[src/rtl/mem_access.sv]
// MEM pipeline stage: issues one data-memory access per load/store, stalls the
// pipeline until completion or timeout, and aligns/extends load data.
module mem_access (
  input  logic        clk,
  input  logic        rst,
  input  logic [31:0] inst_i,
  input  logic [31:0] regcData_i,
  input  logic        regcWrite_i,
  input  logic [4:0]  regcAddr_i,
  input  logic [5:0]  op_i,
  input  logic [31:0] memAddr_i,
  input  logic [31:0] memData_i,
  output logic        dm_req,
  output logic        dm_we,
  output logic [3:0]  dm_be,
  output logic [31:0] dm_addr,
  output logic [31:0] dm_wdata,
  input  logic        dm_ack,
  input  logic [31:0] dm_rdata,
  output logic        stallreq_o,
  output logic [31:0] inst_o,
  output logic [31:0] regcData_o,
  output logic        regcWrite_o,
  output logic [4:0]  regcAddr_o,
  output logic        align_err_o,
  output logic        bus_err_o
);

  localparam logic [1:0] ST_IDLE = 2'd0;
  localparam logic [1:0] ST_REQ  = 2'd1;
  localparam logic [1:0] ST_DONE = 2'd2;

  localparam logic [5:0] OP_LB  = 6'b100000;
  localparam logic [5:0] OP_LH  = 6'b100001;
  localparam logic [5:0] OP_LW  = 6'b100011;
  localparam logic [5:0] OP_LBU = 6'b100100;
  localparam logic [5:0] OP_LHU = 6'b100101;
  localparam logic [5:0] OP_SB  = 6'b101000;
  localparam logic [5:0] OP_SH  = 6'b101001;
  localparam logic [5:0] OP_SW  = 6'b101011;

  logic [1:0]  state_reg, state_next;
  logic [31:0] load_reg, load_next;
  logic [7:0]  timeout_reg, timeout_next;
  logic        bus_err_reg, bus_err_next;
  logic [7:0]  timeout_inc;

  logic        is_load, is_store, sz_byte, sz_half, sz_word, ld_signed;
  logic        mem_op, misaligned, issue_ok, req_phase;
  logic [3:0]  be_calc;
  logic [31:0] wdata_lane;
  logic [31:0] load_shift, load_ext;

  always_comb begin
    is_load   = 1'b0;
    is_store  = 1'b0;
    sz_byte   = 1'b0;
    sz_half   = 1'b0;
    sz_word   = 1'b0;
    ld_signed = 1'b0;
    case (op_i)
      OP_LB:  begin is_load  = 1'b1; sz_byte = 1'b1; ld_signed = 1'b1; end
      OP_LH:  begin is_load  = 1'b1; sz_half = 1'b1; ld_signed = 1'b1; end
      OP_LW:  begin is_load  = 1'b1; sz_word = 1'b1; end
      OP_LBU: begin is_load  = 1'b1; sz_byte = 1'b1; end
      OP_LHU: begin is_load  = 1'b1; sz_half = 1'b1; end
      OP_SB:  begin is_store = 1'b1; sz_byte = 1'b1; end
      OP_SH:  begin is_store = 1'b1; sz_half = 1'b1; end
      OP_SW:  begin is_store = 1'b1; sz_word = 1'b1; end
      default: ;
    endcase
  end

  assign mem_op      = is_load | is_store;
  assign misaligned  = (sz_word && (memAddr_i[1:0] != 2'b00)) || (sz_half && memAddr_i[0]);
  assign issue_ok    = mem_op && !misaligned;
  assign timeout_inc = timeout_reg + 8'd1;

  always_comb begin
    state_next   = state_reg;
    load_next    = load_reg;
    timeout_next = timeout_reg;
    bus_err_next = bus_err_reg;
    case (state_reg)
      ST_IDLE: begin
        timeout_next = 8'd0;
        bus_err_next = 1'b0;
        if (issue_ok) begin
          if (dm_ack) begin
            state_next = ST_DONE;
            if (is_load) load_next = dm_rdata;
          end else begin
            state_next = ST_REQ;
          end
        end
      end
      ST_REQ: begin
        if (dm_ack) begin
          state_next = ST_DONE;
          if (is_load) load_next = dm_rdata;
        end else begin
          timeout_next = timeout_inc;
          if (timeout_inc == 8'hFF) begin
            state_next   = ST_DONE;
            bus_err_next = 1'b1;
          end
        end
      end
      ST_DONE: begin
        state_next   = ST_IDLE;
        timeout_next = 8'd0;
      end
      default: state_next = ST_IDLE;
    endcase
  end

  always_ff @(posedge clk or negedge rst) begin
    if (!rst) begin
      state_reg   <= ST_IDLE;
      load_reg    <= 32'd0;
      timeout_reg <= 8'd0;
      bus_err_reg <= 1'b0;
    end else begin
      state_reg   <= state_next;
      load_reg    <= load_next;
      timeout_reg <= timeout_next;
      bus_err_reg <= bus_err_next;
    end
  end

  // Store lanes: bytes/halves are replicated so the selected lanes carry the data.
  genvar gi;
  generate
    for (gi = 0; gi < 4; gi++) begin : g_lane
      assign wdata_lane[gi*8 +: 8] = sz_byte ? memData_i[7:0] :
                                     sz_half ? memData_i[(gi % 2)*8 +: 8] :
                                               memData_i[gi*8 +: 8];
    end
  endgenerate

  always_comb begin
    be_calc = 4'b1111;
    if (is_store && sz_byte)      be_calc = 4'b0001 << memAddr_i[1:0];
    else if (is_store && sz_half) be_calc = memAddr_i[1] ? 4'b1100 : 4'b0011;
  end

  assign load_shift = load_reg >> {memAddr_i[1:0], 3'b000};

  always_comb begin
    load_ext = load_reg;
    if (sz_byte)      load_ext = {{24{ld_signed & load_shift[7]}},  load_shift[7:0]};
    else if (sz_half) load_ext = {{16{ld_signed & load_shift[15]}}, load_shift[15:0]};
  end

  // Outputs are gated by rst so an asserted reset clears them without a clock.
  assign req_phase   = (state_reg == ST_IDLE && issue_ok) || (state_reg == ST_REQ);
  assign dm_req      = rst && req_phase;
  assign stallreq_o  = dm_req;
  assign dm_we       = dm_req && is_store;
  assign dm_be       = dm_req ? be_calc : 4'd0;
  assign dm_addr     = dm_req ? {memAddr_i[31:2], 2'b00} : 32'd0;
  assign dm_wdata    = dm_req ? (is_store ? wdata_lane : 32'd0) : 32'd0;
  assign align_err_o = rst && (state_reg == ST_IDLE) && mem_op && misaligned;
  assign bus_err_o   = rst && (state_reg == ST_DONE) && bus_err_reg;

  assign inst_o      = rst ? inst_i : 32'd0;
  assign regcAddr_o  = rst ? regcAddr_i : 5'd0;
  assign regcData_o  = !rst ? 32'd0 :
                       ((state_reg == ST_DONE) && is_load && !bus_err_reg) ? load_ext :
                       regcData_i;
  assign regcWrite_o = rst && regcWrite_i && !stallreq_o && !align_err_o && !bus_err_o;

endmodule

[config.mk]
export PLATFORM = sky130hd
export DESIGN_NAME = mem_access
export DESIGN_NICKNAME = d
export VERILOG_FILES = /design/src/rtl/mem_access.sv
export SDC_FILE = /design/constraint.sdc
export NUM_CORES = 1
export LEC_CHECK = 0
export CORE_AREA = 2 2 125 127
export DETAILED_ROUTE_END_ITERATION = 8
export DIE_AREA = 0 0 127 129
export HOLD_SLACK_MARGIN = 0.06
export PLACE_DENSITY = 0.76
export RECOVER_POWER = 25
export SETUP_SLACK_MARGIN = 0.2
export SLEW_MARGIN = 15
export SYNTH_ARGS = -nofsm -noshare
export SYNTH_HDL_FRONTEND = slang
export SYNTH_SLANG_ARGS = --single-unit
[constraint.sdc]
create_clock -name clk -period 4.3 [get_ports clk]
set_clock_uncertainty 0.1 [all_clocks]
set_input_delay 0.86 -clock clk [delete_from_list [all_inputs] [get_ports clk]]
set_output_delay 0.86 -clock clk [all_outputs]
set_load 0.02 [all_outputs]
==> out/qor.csv <==
stage,metric,value,unit
clocking,cts_root_buf,clkbuf_16,
clocking,clkTransAtPathRegs,0.06,ns
power_and_ir_drop,p_seq_share,32.0,%
sta,setup_violations,0,
detailed_routing,routed_wl,18.9,mm
detailed_routing,dr_total_vias,5515,
layout,final_util,54.7,%
sta,finalMaxSlewViolations,0,
floorplanning,core,15000,um2
sta,hold_violations,0,
clocking,cts.htree.levels,2,
critical_path,path_class,in2out,
critical_path,worst_path_max_delay_cell,dlygate4sd3_1,
detailed_routing,wl_per_cell,18.1,um
critical_path,required,3.34,ns
critical_path,crit-reg2reg-launch,state_reg[0],
logic_synthesis,synth.top_cell.area_share,23.8,%
place,routabilityCongestion,0.859,
sta,rsz0062_at_grt,yes,
logic_synthesis,post_synth_fa_ha_maj_area_fraction,0.554,%
logic_synthesis,synth_compound_area_share,20.0,%
logic_synthesis,synthDistinctLibCells,59,
critical_path,r2r-end,load_reg[10],
sta,worst_slack,0.168,ns
critical_path,worstPathMaxFanout,27,
clocking,holdBufCountCts,0,
critical_path,cp-end-kind,primary output,
critical_path,path_buf_inv,4,
sta,clock.fmax,242,MHz
layout,nFillCells,1411,
logic_synthesis,avgSynthCellArea,8.24,um2
logic_synthesis,synthTopCellsByCount,"and2_1, nand2_1, clkbuf_1",
logic_synthesis,ys_warn_count,0,
critical_path,ff2ff_setup_slack,2.17,ns
logic_synthesis,netlist_instances,548,
hold_path,hold_end,load_reg[6],
detailed_routing,wl_met1,7.91,mm
layout,layout-drive-gt1-share,15.1,%
clocking,clkLatencyLatePin,0.28,ns
critical_path,start_kind,input pin,
logic_synthesis,ys_seq_area_share,23.8,%
critical_path,cp_cell_sequence,dlygate4sd3_1 > nand2b_1 > a21oi_1 > buf_4 > a21oi_4 > buf_12 > nor3b_1 > clkdlybuf4s50_1,
layout,design_area,8190,um2
hold_path,min_delay_path_depth,1,
logic_synthesis,synth_area,4510,um2
logic_synthesis,ys.flop_type,dfrtp_1,
power_and_ir_drop,switchingPower,567,uW
logic_synthesis,synth-edff-count,0,
place,dp.cells,1033,
place,pre_cts_ws,-0.141,ns
layout,layout.nets,1031,
logic_synthesis,synth_top_family_by_area,simple AND/OR/NAND/NOR gates,
global_routing,antenna_found_initial,1,
logic_synthesis,synth_simple_gate_area_share,31.7,%
global_routing,grt_max_degree,98,
detailed_routing,drtAntennaViolNets,0,
critical_path,critPathArrivalTime,3.17,ns
run,maxCapViolations,0,
floorplanning,die_w,127,um
global_routing,grt_pass1_wl,28.6,mm
place,placed_cell_area,8050,um2
critical_path,crit_family,buffers and inverters,
clocking,clkSinkCount,43,
detailed_routing,drtIter0Drc,369,
critical_path,reg2reg_depth,4,
floorplanning,num_rows,45,
power_and_ir_drop,irDropWorstVdd,0.000179,V
floorplanning,ios,318,
power_and_ir_drop,leakagePower,0.00358,uW
sta,whs,0.428,ns
sta,period_share,96.1,%
logic_synthesis,synth_area_leaders,"dfrtp_1, mux2_2, and2_1",
power_and_ir_drop,switching_share,31.9,%
clocking,cts_buffers,5,
power_and_ir_drop,p_int,1210,uW
hold_path,min_from,load_reg[6],
detailed_routing,route.detailed.drc,0,
detailed_routing,drt_pass1_iterations,6,
layout,largest_reg_flops,32,
hold_path,hold_class,reg2reg,
logic_synthesis,synth_top_area_cell,dfrtp_1,
floorplanning,initial_core_util,30.1,%
logic_synthesis,async_reset_ff_share,100,%
power_and_ir_drop,cellPowerDensity,217,nW/um2
sta,worst_slew_pin_slew,0.915,ns
global_routing,grt_pass1_vias,5211,
detailed_routing,highest_layer,met4,
critical_path,cp_slowest_stage_delay,0.67,ns
power_and_ir_drop,clkPwrFrac,27.6,%
detailed_routing,vias_per_cell,5.28,
place,io_buffer_count,315,
floorplanning,die_h,129,um
global_routing,grt_usage,21.7,%
power_and_ir_drop,p_comb_share,40.5,%
detailed_routing,wl_met3,1.12,mm
logic_synthesis,muxShareOfSynthArea,15.2,%
floorplanning,die_area,16400,um2
sta,slew_headroom,39.0,%
logic_synthesis,synth.ff_latch_count,43,
place,hpwl,14.6,mm
logic_synthesis,synth_most_common_cell,and2_1,
detailed_routing,dr_wl_met2,9.43,mm
global_routing,grt_overflow,0,
sta,finalCriticalPeriod,4.13,ns
logic_synthesis,synth_xor_area_share,1.36,%
clocking,cts_tree,done,
layout,fin_cells,1044,
layout,area_growth,81.5,%
clocking,ctsLongestPathBuffers,2,
run_status,status,finished clean,
-- worst max-delay path by stage --
stage,slack [ns],startpoint,end,cells after the start
detailed placement,-0.14,memAddr_i[0],regcData_o[28],7
CTS,0.24,op_i[0],dm_addr[16],8
floorplan,0.37,op_i[1],dm_wdata[16],6
global route,0.11,rst,dm_addr[18],5
global placement,-0.13,memAddr_i[1],dm_wdata[30],7
finish,0.17,op_i[0],dm_addr[6],8
-- logic make-up after synthesis --
group | Yosys count
buffers and inverters | 71
muxes | 61
other | 1
xor gates and xnor gates | 7
and+or+nand+nor | 238
DFF | 43
AOI/OAI and AO/OA | 125
adders and majority gates | 2
-- area by class of cell --
| type | instances | area (um2) | share of cell area [%] |
|---|---|---|---|
| antenna | 1 | 2.50 | 0.0306 |
| tap | 188 | 235 | 2.87 |
| multi-input combinational | 435 | 3180 | 38.8 |
| clock inverter | 3 | 67.6 | 0.825 |
| timing repair buffer | 364 | 3490 | 42.6 |
| sequential | 43 | 1080 | 13.1 |
| clock buffer | 5 | 125 | 1.53 |
| inverter | 5 | 18.8 | 0.229 |
-- timing repair --
action,in CTS,in global routing
buffers inserted,2,0
gates resized for setup,98,18
endpoints found under the setup margin,99,17
pin swaps,1,1
-- per-stage QoR --
step | power (uW) | TNS (ns)
6_report | 1780 | 0
5_1_grt | 1870 | 0
4_1_cts | 1790 | 0
2_1_floorplan | 919 | 0
3_3_place_gp | 1300 | -2.57
3_5_place_dp | 1310 | -3.17
-- metal layers --
| layer | track usage [%] | vias up |
|---|---|---|
| li1 | - | 2645 |
| met1 | 28.0 | 2619 |
| met2 | 38.2 | 226 |
| met3 | 3.08 | 25 |
| met4 | 5.56 | 0 |
| met5 | 0 | - |
-- cells in the final DEF (no fill, tap or decap), types with 11 or more instances in the layout --
| cell type | netlist | routed |
|---|---|---|
| nand2b_1 | 17 | 17 |
| nand2_1 | 45 | 44 |
| nand3_1 | 11 | 11 |
| nor4_1 | 16 | 15 |
| clkdlybuf4s50_1 | 0 | 209 |
| nand4_1 | 16 | 16 |
| buf_4 | 6 | 43 |
| nor3b_1 | 32 | 32 |
| dfrtp_1 | 43 | 43 |
| o21ai_0 | 30 | 30 |
| dlygate4sd2_1 | 0 | 88 |
| nor3_1 | 12 | 12 |
| a21oi_1 | 28 | 27 |
| nor4b_1 | 11 | 11 |
| mux2_2 | 37 | 37 |
| mux2i_1 | 20 | 20 |
| and2_1 | 46 | 39 |
-- power by group through the flow --
stage | sequential (uW) | combinational [uW] | clock, uW
final | 569 | 719 | 490
after global routing | 580 | 774 | 520
after CTS | 567 | 722 | 503
after detailed placement | 574 | 735 | 0
after global placement | 569 | 730 | 0
after floorplan | 538 | 381 | 0
(Power assumes the default switching activity.)
